**config.mk**
```make
export PLATFORM = sky130hd
export DESIGN_NAME = frame_strobe_sequencer
export DESIGN_NICKNAME = d
export VERILOG_FILES = /design/src/rtl/frame_strobe_sequencer.sv
export SDC_FILE = /design/constraint.sdc
export NUM_CORES = 1
export LEC_CHECK = 0
export BUFFER_PORTS_ARGS = -buffer_cell sky130_fd_sc_hd__buf_4
export CAP_MARGIN = 10
export CORE_ASPECT_RATIO = 2
export CORE_UTILIZATION = 45
export DETAILED_ROUTE_END_ITERATION = 7
export GPL_TIMING_DRIVEN = 0
export PLACE_DENSITY = 0.82
export SLEW_MARGIN = 15
export SYNTH_ARGS = -nofsm -noshare
export SYNTH_HDL_FRONTEND = slang
export SYNTH_SLANG_ARGS = --single-unit
```
**constraint.sdc**
```tcl
create_clock -name UserCLK -period 7.1 [get_ports UserCLK]
set_input_delay 1.775 -clock UserCLK [delete_from_list [all_inputs] [get_ports UserCLK]]
set_output_delay 1.775 -clock UserCLK [all_outputs]
set_load 0.1 [all_outputs]
```
**src/rtl/frame_strobe_sequencer.sv**
```systemverilog
// frame_strobe_sequencer: column FrameData/FrameStrobe write sequencer with setup/strobe/hold timing.
// Optional FRAME_STROBE_COUNT_EN adds a completed-write counter (frame_count, count_clr).
module frame_strobe_sequencer #(
  parameter int MaxFramesPerCol = 20,
  parameter int FrameBitsPerRow = 32,
  parameter int FrameAddrWidth  = 5,
  parameter int SetupCycles     = 1,
  parameter int StrobeCycles    = 1,
  parameter int HoldCycles      = 1
) (
  input  logic                       UserCLK,
  input  logic                       RST,
  input  logic                       cmd_valid,
  output logic                       cmd_ready,
  input  logic [FrameAddrWidth-1:0]  cmd_frame,
  input  logic [FrameBitsPerRow-1:0] cmd_data,
  output logic [FrameBitsPerRow-1:0] FrameData,
  output logic [MaxFramesPerCol-1:0] FrameStrobe,
  output logic                       busy,
  output logic                       done,
  output logic                       err,
  input  logic                       err_clr
`ifdef FRAME_STROBE_COUNT_EN
  ,
  input  logic                       count_clr,
  output logic [15:0]                frame_count
`endif
);
  localparam logic [FrameAddrWidth:0]  LP_MAX    = (FrameAddrWidth+1)'(MaxFramesPerCol);
  localparam logic [7:0]               LP_SETUP  = 8'(SetupCycles - 1);
  localparam logic [7:0]               LP_STROBE = 8'(StrobeCycles - 1);
  localparam logic [7:0]               LP_HOLD   = 8'(HoldCycles - 1);
  localparam logic [MaxFramesPerCol-1:0] LP_ONE  = MaxFramesPerCol'(1);
  typedef enum logic [1:0] {IDLE, SETUP, STROBE, HOLD} state_t;
  state_t r_state, w_next;
  logic [7:0] r_cnt, w_cnt;
  logic [FrameAddrWidth-1:0] r_idx;
  logic w_acc, w_ok, w_zero;
  assign w_acc  = cmd_valid && cmd_ready;
  assign w_ok   = {1'b0, cmd_frame} < LP_MAX;
  assign w_zero = r_cnt == 8'd0;
  always_ff @(posedge UserCLK or posedge RST)
    if (RST) r_state <= IDLE;
    else r_state <= w_next;
  always_comb begin
    w_next = r_state;
    w_cnt  = w_zero ? r_cnt : r_cnt - 8'd1;
    case (r_state)
      IDLE:    if (w_acc && w_ok) begin w_next = SETUP;  w_cnt = LP_SETUP;  end
      SETUP:   if (w_zero)        begin w_next = STROBE; w_cnt = LP_STROBE; end
      STROBE:  if (w_zero)        begin w_next = HOLD;   w_cnt = LP_HOLD;   end
      default: if (w_zero)        w_next = IDLE;
    endcase
  end
  // Strobe register has async reset so the line drops the instant RST rises.
  always_ff @(posedge UserCLK or posedge RST)
    if (RST) begin
      r_cnt       <= 8'd0;
      r_idx       <= '0;
      FrameData   <= '0;
      FrameStrobe <= '0;
      cmd_ready   <= 1'b1;
      busy        <= 1'b0;
      done        <= 1'b0;
      err         <= 1'b0;
    end else begin
      r_cnt       <= w_cnt;
      cmd_ready   <= w_next == IDLE;
      busy        <= w_next != IDLE;
      done        <= r_state == HOLD && w_next == IDLE;
      FrameStrobe <= w_next == STROBE ? LP_ONE << r_idx : '0;
      err         <= (w_acc && !w_ok) || (err && !err_clr);
      if (w_acc && w_ok) begin
        FrameData <= cmd_data;
        r_idx     <= cmd_frame;
      end
    end
`ifdef FRAME_STROBE_COUNT_EN
  always_ff @(posedge UserCLK or posedge RST)
    if (RST) frame_count <= 16'd0;
    else frame_count <= count_clr ? 16'd0 : frame_count + {15'd0, done};
`endif
endmodule

```
* Yosys cells after proc, flatten, opt, wreduce, memory -nomap -nowiden *
Cells that the tools add are included.

operators by class
  add/sub/neg operators = 1
  order comparisons = 1
  equality and inequality tests = 4
  shift operators = 1
  muxes and demuxes = 10
  reduce and logical (&&, ||, !) cells = 13

operators by type and width
  cell                    number
  $mux W8                 3
  $mux W20                1
  $shl A1 B5 Y20 const A  1
  $pmux W8 S2             1
  $logic_not A8 Y1        1
  $mux W2                 4
  $sub A8 B1 Y8 const B   1
  $eq A2 B2 Y1 const B    3
  $pmux W2 S3             1
  $logic_and A1 B1 Y1     5
  $lt A5 B5 Y1 const B    1
  $logic_not A2 Y1        2
  $eq A2 B1 Y1 const B    1
  $logic_not A1 Y1        2
  $reduce_bool A2 Y1      1
  $reduce_or A2 Y1        1
  $logic_or A1 B1 Y1      1

storage, ports and cells
  flip-flop bits (word level) = 71
  input bits = 41
  output and inout port bits = 56
  word-level logic and storage cells = 39

* Longest topological paths before layout *
Gate-level depths: netlist (run 1).

  depth after elaboration = 6
  gate-level depth with buffers = 7
  gate-level depth less buffers = 7

* Worst setup path after synthesis (run 1) *
OpenSTA, ideal clock, no wires.

  path kind = input to register
  start = in cmd_frame[2]
  end = reg FrameData[10]
  library setup time = 126 ps
  data arrival time = 2833 ps
  data required time = 6974 ps
  path slack = 4141 ps
  stages = 4
  path through = o21ai_2 -> nand3_1 -> buf_2 -> mux2_2

on the way
  longest elaborated chain between the ends = 2

ends and longest elaborated chain
  element                 RTL line  source
  start: declaration      15        input logic [FrameAddrWidth-1:0] cmd_frame,
  $lt A5 B5 Y1            40        assign w_ok = {1'b0, cmd_frame} < LP_MAX;
  $logic_and A1 B1 Y1     73        if (w_acc && w_ok) begin
  end signal: assignment  74        FrameData <= cmd_data;
  end: declaration        17        output logic [FrameBitsPerRow-1:0] FrameData,

Every way passes these cells.
A chain may end at the register's enable or synchronous reset.

* Worst setup path after layout (run 1) *
  start = in cmd_frame[2]
  end = reg FrameData[23]

The elaborated chain is that of the path after synthesis.

==> flow_metrics.tcl, run 1 <==
set metrics [dict create \
    status "finished clean" \
    highest_layer "met4" \
    tightestPinTransition_ps 714 \
    die_area_sq_mm 0.00697 \
    grt_max_degree 66 \
    ctsHoldBuffers 0 \
    tns_ps 0 \
    drtAntennaViolNets 0 \
    ys_seq_elements 71 \
    htreeDepth 3 \
    period_minus_slack_ps 3070 \
    required_ps 7310 \
    rsz0062_at_grt "false" \
    vias 2133 \
    synth_nets 269 \
    hpwl_um 4890 \
    dieHeight_um 117 \
    period_share_pct 43.2 \
    nets 377 \
    hold_violations 0 \
    synthFlopType "dfrtp_1" \
    cts_tree "done" \
    core-area_sq_mm 0.00636 \
    drtIter0Drc 75 \
    end_kind "register" \
    crit_slowest_cell "nand3_1" \
    start_util_pct 46.9 \
    syn2layout_area_growth_pct 40.7 \
    skew_ps 6.05 \
    portBuffers 96 \
    max_freq_mhz 326 \
    clock-sinks 71 \
    wl_per_cell_um 16.0 \
    die_w_um 59.6 \
    cts_root_buf "clkbuf_16" \
    avgSynthCellArea_sq_um 13.6 \
    timing_worst_setup_path_type "input port to register" \
    async_flop_share_pct 100 \
    path_max_fanout 10 \
    hp-class "register to register" \
    max_stage_delay_ps 430 \
    insertion_delay_ps 330 \
    grt_overflow 0 \
    antenna_found_initial 0 \
    route.met3.wl_um 211 \
    grt_pass1_wl_um 10400 \
    relSlewSlack_pct 52.0 \
    cap_viol_max_count 0 \
    drc 0 \
    firstDrtPassIters 4 \
    cp-start-kind "input port" \
    setup_violations 0 \
    wl_met2_um 3880 \
    syn_area_sq_mm 0.00298 \
    cts_buffers 9 \
    yosysWarnings 0 \
    wirelength_um 6720 \
    synth_seq_area_share_pct 59.6 \
    rows 41 \
    gp_congestion 0.854 \
    synth.distinct_cells 41 \
    syn_inst 220 \
    io-pin-count 97 \
    clk_pin_slew_ps 60 \
    ys_top_cells_by_area "dfrtp_1, mux2_2, nor4_1" \
    post_cts_buffers 0 \
    drive_above_1_share_pct 51.7 \
    cp_cell_sequence "buf_4 > o21ai_2 > nand3_1 > buf_2 > mux2_2" \
    cp.arrival_ps 3280 \
    synth_top_area_share_pct 58.7 \
    viasPerCell 5.09 \
    wl_met1_um 2240 \
    cts_resized 0 \
    grt_usage_pct 21.1 \
    synth-edff-count 0 \
    cts_max_path_buffers 2 \
    antennaDiodeCount 0 \
    grt_pass1_vias 2200 \
    slew_violations 0 \
    yosys.area.top_type "dfrtp_1" \
]
[cell families (layout without fill, tap and decap cells)]
family                   after synthesis  in the layout  synth area share (%)
AO/OA/AOI/OAI                         19             19                  5.96
XOR/XNOR                               5              5                  1.47
flip-flops                            71             71                  59.6
adder cells (fa/ha/maj)                8              8                  3.36
buffers and inverters                 18            131                  3.40
AND/OR/NAND/NOR                       63             63                  12.6
multiplexers                          36             36                  13.6
[registers in the layout (all words and copies together), names as in the netlist]
name	cells
r_state	2
r_idx	5
done	1
busy	1
r_cnt	8
FrameStrobe	20
cmd_ready	1
FrameData	32
err	1
[worst paths after layout]
kind                               start              end  slack [ps]  depth (start not counted)
min in group asynchronous            RST    FrameData[12]        1330                          2
min reg2reg                FrameData[19]    FrameData[19]         510                          1
max in group asynchronous            RST        cmd_ready        5190                          3
max reg2reg                   r_state[1]  FrameStrobe[18]        4780                          7
max                         cmd_frame[2]    FrameData[23]        4030                          5
min                        FrameData[19]    FrameData[19]         510                          1
[per-layer routing]
metal	global-route usage [%]	vias up
li1	-	1005
met4	16.6	0
met5	0	-
met2	37.7	65
met1	19.9	1032
met3	4.73	31
[critical path: cells and delay by family]
family,cells,cell delay (ps)
buffers and inverters,2,470
AO/OA/AOI/OAI,1,280
multiplexers,1,310
AND/OR/NAND/NOR,1,430
[cells in the mapped netlist, types with 2 or more instances]
| cell | number |
|---|---|
| xor2_1 | 2 |
| a21oi_1 | 4 |
| nand2b_1 | 2 |
| mux2_2 | 36 |
| buf_6 | 4 |
| nor2_1 | 13 |
| nand3_1 | 3 |
| nand2_1 | 8 |
| or3_1 | 4 |
| o21ai_0 | 2 |
| buf_2 | 3 |
| inv_1 | 10 |
| nor3_1 | 2 |
| o31ai_1 | 4 |
| ha_1 | 8 |
| nor4_1 | 19 |
| dfrtp_1 | 70 |
| xnor2_1 | 3 |
[cells in the final DEF, fill, tap and decap left out, drive strengths merged, types with 3 or more instances in the layout]
| cell | count |
|---|---|
| inv | 10 |
| mux2 | 36 |
| xnor2 | 3 |
| dfrtp | 70 |
| o31ai | 4 |
| o21ai | 3 |
| nor2 | 13 |
| a21oi | 4 |
| or3 | 4 |
| ha | 8 |
| clkbuf | 11 |
| nand2 | 9 |
| bufinv | 3 |
| nor4 | 20 |
| nand3 | 4 |
| buf | 105 |
[through the flow]
stage / std cells / util, % / hold WS (ps) / setup slack [ps] / instance area [sq um]
2_1_floorplan: 220 / - / 530 / 3530 / 2980
3_3_place_gp: 402 / 59.9 / 490 / 2780 / 3810
3_5_place_dp: 403 / 60.4 / 495 / 3670 / 3840
4_1_cts: 419 / 66.0 / 508 / 4020 / 4200
5_1_grt: 419 / 66.0 / 513 / 3890 / 4200
6_report: 419 / 66.0 / 506 / 4030 / 4200
[cell type report]
| cell class | count | area [sq um] |
|---|---|---|
| Buffer | 8 | 63.8 |
| Tap cell | 86 | 108 |
| Timing Repair Buffer | 97 | 748 |
| Inverter | 10 | 40.0 |
| Clock buffer | 11 | 253 |
| Multi-Input combinational cell | 131 | 1100 |
| Clock inverter | 5 | 104 |
| Sequential cell | 71 | 1780 |
| Fill cell | 513 | 2160 |
Power of run 1 is not shown: default switching activity piles up to over one toggle a cycle in this logic, so the estimate is an artifact.
==> inputs of run 2 (changes only) <==
Settings changed: PLACE_DENSITY 0.82 to 0.85.
Clock period 7.1 ns to 2.53 ns, I/O delays scaled along.
==> run 2 against run 1 <==
Compared with the run above: routed wire length decreased by 2.5%; highest routed layer unchanged; register-to-register slack worse by 4700 ps; via count decreased by 1.1%; global-route usage fell by 1.2 points; clock skew shrank 1.3 ps; worst setup slack got worse by 3900 ps; core utilization shrank 1.1 points; flip-flop and latch count unchanged; design area shrank 1.7%; critical path type is now register to register; hold slack worse by 320 ps.
==> flow_metrics.tcl, run 2 (synthesis results as in run 1) <==
set metrics [dict create \
    path_max_fanout 10 \
    drc 0 \
    cts_root_buf "clkbuf_16" \
    viasPerCell 5.05 \
    start_util_pct 46.9 \
    grt_pass1_vias 2143 \
    route.met3.wl_um 242 \
    reg_top3 "FrameData x32, FrameStrobe x20, r_cnt x8" \
    cp-start-kind "register" \
    hpwl_um 4890 \
    htreeDepth 3 \
    ctsHoldBuffers 0 \
    period_share_pct 95.7 \
    period_minus_slack_ps 2420 \
    grt_pass1_wl_um 9890 \
    seq_area_sq_mm 0.00178 \
    grt_usage_pct 20.0 \
    largest_register_ffs 32 \
    cts_buffers 9 \
    wl_met2_um 3820 \
    status "finished clean" \
    cp.arrival_ps 2580 \
    end_kind "register" \
    mostFrequentLayoutCells "buf_4, dfrtp_1, mux2_2" \
    grt_max_degree 66 \
    reg2reg_to "FrameStrobe[8]" \
    die_w_um 59.6 \
    grt_overflow 0 \
    r2r_cells 7 \
    setup_violations 0 \
    hold_violations 0 \
    antenna_found_initial 0 \
    hp-class "input port to asynchronous set/reset pin" \
    cts_resized 0 \
    largest_register "FrameData" \
    rsz0062_at_grt "false" \
    cts_tree "done" \
    antennaDiodeCount 0 \
    wl_per_cell_um 15.7 \
    dieHeight_um 117 \
    wirelength_um 6550 \
    timing.rr.start "r_state[1]" \
    portBuffers 96 \
    slew_violations 0 \
    core-area_sq_mm 0.00636 \
    io-pin-count 97 \
    max_freq_mhz 413 \
    timing_worst_setup_path_type "register to register" \
    tightestPinTransition_ps 774 \
    nets 377 \
    n_fill_cell 515 \
    wl_met1_um 2210 \
    cap_viol_max_count 0 \
    syn2layout_area_growth_pct 38.3 \
    die_area_sq_mm 0.00697 \
    firstDrtPassIters 4 \
    mostFrequentLayoutCell "buf_4" \
    post_cts_buffers 0 \
    ff2ff_setup_slack_ps 110 \
    drtAntennaViolNets 0 \
    rows 41 \
    skew_ps 4.74 \
    gp_congestion 0.865 \
    drive_above_1_share_pct 51.5 \
    insertion_delay_ps 330 \
    vias 2109 \
    multiInputGateArea_sq_mm 0.00110 \
    cts_max_path_buffers 2 \
    drtIter0Drc 54 \
    relSlewSlack_pct 48.0 \
    highest_layer "met4" \
    tns_ps 0 \
    clk_pin_slew_ps 50 \
    clock-sinks 71 \
    required_ps 2690 \
]
==> run 2: worst max-delay path: stages, from the launching register on <==
cell       delay (ps)
dfrtp_1           410
inv_1             150
ha_1              230
and3b_1           200
a2111oi_2         480
a221oi_4          110
buf_6             170
nor4_1            490
==> run 2: how the worst max path moves through the flow <==
stage               depth (start not counted)        endpoint  startpoint  slack [ps]
finish                                      7  FrameStrobe[8]  r_state[1]         110
global route                                7  FrameStrobe[8]  r_state[1]          80
CTS                                         6  FrameStrobe[9]  r_state[0]         190
detailed placement                          6  FrameStrobe[9]  r_state[0]         210
global placement                            2        r_cnt[0]         RST        -600
floorplan                                   1    FrameData[0]         RST         100
==> run 2: per-stage QoR <==
step	instance area [sq um]	hold WS, ps	instances	util, %	worst slack (ps)
final	4120	187	418	64.8	109
after global routing	4120	182	418	64.8	84.7
after CTS	4120	178	418	64.8	194
after detailed placement	3840	495	403	60.4	205
after global placement	3810	490	402	59.9	-603
after floorplan	2980	530	220	-	103
==> run 2: area by class of cell <==
cell class | instances | share of cell area [%]
Sequential cell | 71 | 43.1
Multi-Input combinational cell | 131 | 26.7
Timing Repair Buffer | 97 | 18.1
Clock buffer | 12 | 6.46
Tap cell | 86 | 2.61
Buffer | 8 | 1.55
Inverter | 10 | 0.971
Clock inverter | 3 | 0.425
==> run 2: per-layer routing <==
layer	vias up	global-route usage (%)
li1	1007	-
met1	1025	19.9
met2	58	35.3
met3	19	5.82
met4	0	12.2
met5	-	0
Power of run 2 is left out for the same reason.
==> inputs of run 3 (changes only) <==
Settings changed: REMOVE_ABC_BUFFERS set to 1.
==> run 3 against run 2 <==
Compared with the run above: via count up 0.76%; routed wire length up 0.17%; die area unchanged; register-to-register slack better by 110 ps; flip-flop and latch count unchanged; non-clock buffer count down 7; core utilization up 0.47 points; worst setup slack better by 110 ps; critical path type unchanged; largest cell class unchanged.
==> flow_metrics.tcl, run 3 (synthesis results as in run 1) <==
set metrics [dict create \
    hold_violations 0 \
    tightestPinTransition_ps 908 \
    die_w_um 59.6 \
    firstDrtPassIters 4 \
    timing_worst_setup_path_type "register to register" \
    skew_ps 4.27 \
    viasPerCell 5.17 \
    gp_congestion 0.798 \
    grt_overflow 0 \
    largest_register_ffs 32 \
    end_kind "register" \
    max_stage_delay_ps 820 \
    path_max_fanout 24 \
    drtIter0Drc 91 \
    status "finished clean" \
    clk_pin_slew_ps 60 \
    vias 2125 \
    setup_violations 0 \
    syn2layout_area_growth_pct 39.3 \
    period_share_pct 91.4 \
    htreeDepth 3 \
    wirelength_um 6570 \
    hpwl_um 4620 \
    grt_pass1_vias 2134 \
    required_ps 2800 \
    mostFrequentLayoutCells "buf_4, dfrtp_1, mux2_2" \
    cp_top_family "compound AO/OA/AOI/OAI gates" \
    hp-class "input port to asynchronous set/reset pin" \
    cts_buffers 9 \
    wl_per_cell_um 16.0 \
    cp.arrival_ps 2580 \
    path_buf_inv 1 \
    cap_viol_max_count 0 \
    fin_util_pct 65.3 \
    antenna_found_initial 0 \
    mostFrequentLayoutCell "buf_4" \
    drive_above_1_share_pct 51.1 \
    cts_tree "done" \
    grt_pass1_wl_um 10200 \
    cp-start-kind "register" \
    dieHeight_um 117 \
    clock-sinks 71 \
    drc 0 \
    post_cts_buffers 0 \
    cts_root_buf "clkbuf_16" \
    drtAntennaViolNets 0 \
    cts_resized 0 \
    grt_max_degree 63 \
    crit_slowest_cell "a221oi_4" \
    relSlewSlack_pct 39.5 \
    period_minus_slack_ps 2310 \
    slew_violations 0 \
    rows 41 \
    tns_ps 0 \
    io-pin-count 97 \
    antennaDiodeCount 0 \
    die_area_sq_mm 0.00697 \
    largest_register "FrameData" \
    insertion_delay_ps 320 \
    cp_cell_sequence "ha_1 > inv_1 > nor2_1 > a221oi_4 > and3_2" \
    cts_max_path_buffers 2 \
    rsz0062_at_grt "false" \
    reg_top3 "FrameData x32, FrameStrobe x20, r_cnt x8" \
    core-area_sq_mm 0.00636 \
    start_util_pct 46.9 \
    max_freq_mhz 432 \
    grt_usage_pct 20.5 \
    nets 370 \
    portBuffers 96 \
]
[run 3: changes by cell type in the layout (fill, tap and decap cells not counted), sizes merged]
| cell | delta |
|---|---|
| bufinv | +3 |
| clkbuf | -2 |
| buf | -7 |
| clkinv | -1 |
[run 3: per-layer routing]
metal,share of wire [%],track usage [%],vias to the layer above
met5,0,0,-
met4,4.3,14.1,0
met3,5.3,5.49,19
met2,56,35.9,78
met1,34,20.5,1033
li1,-,-,995
[run 3: repair_timing]
item,in CTS,in global routing
hold endpoints to repair,0,0
hold buffers,0,0
endpoints found under the setup margin,0,2
[run 3: area by class of cell]
cell class	instances	area, sq um
sequential	71	1780
inverter	10	40.0
fill	486	2210
clock inverter	5	106
clock buffer	10	239
tap	86	108
timing repair buffer	98	776
multi-input combinational	131	1110
[run 3: through the flow]
stage / setup slack (ps) / instance area, sq um / hold slack (ps) / std cells
floorplan: -40.6 / 2920 / 530 / 212
global placement: -611 / 3750 / 489 / 394
detailed placement: 216 / 3810 / 494 / 396
CTS: 204 / 4150 / 198 / 411
global route: 11.9 / 4150 / 204 / 411
finish: 216 / 4150 / 205 / 411
[run 3: path summary, 6_finish.rpt]
path,start,to,slack [ps],cells after the start
setup / recovery,r_state[0],cmd_ready,220,5
hold / removal,RST,FrameData[24],210,2
setup reg to reg,r_state[0],cmd_ready,220,5
hold reg to reg,FrameData[17],FrameData[17],500,1
max in group asynchronous,RST,cmd_ready,1770,3
min in group UserCLK,err_clr,err,490,2
[run 3: worst register-to-register path: stages (launching register included)]
cell,delay (ps)
dfrtp_1,460
ha_1,330
inv_1,220
nor2_1,100
a221oi_4,820
and3_2,310
Power of run 3 is left out for the same reason.
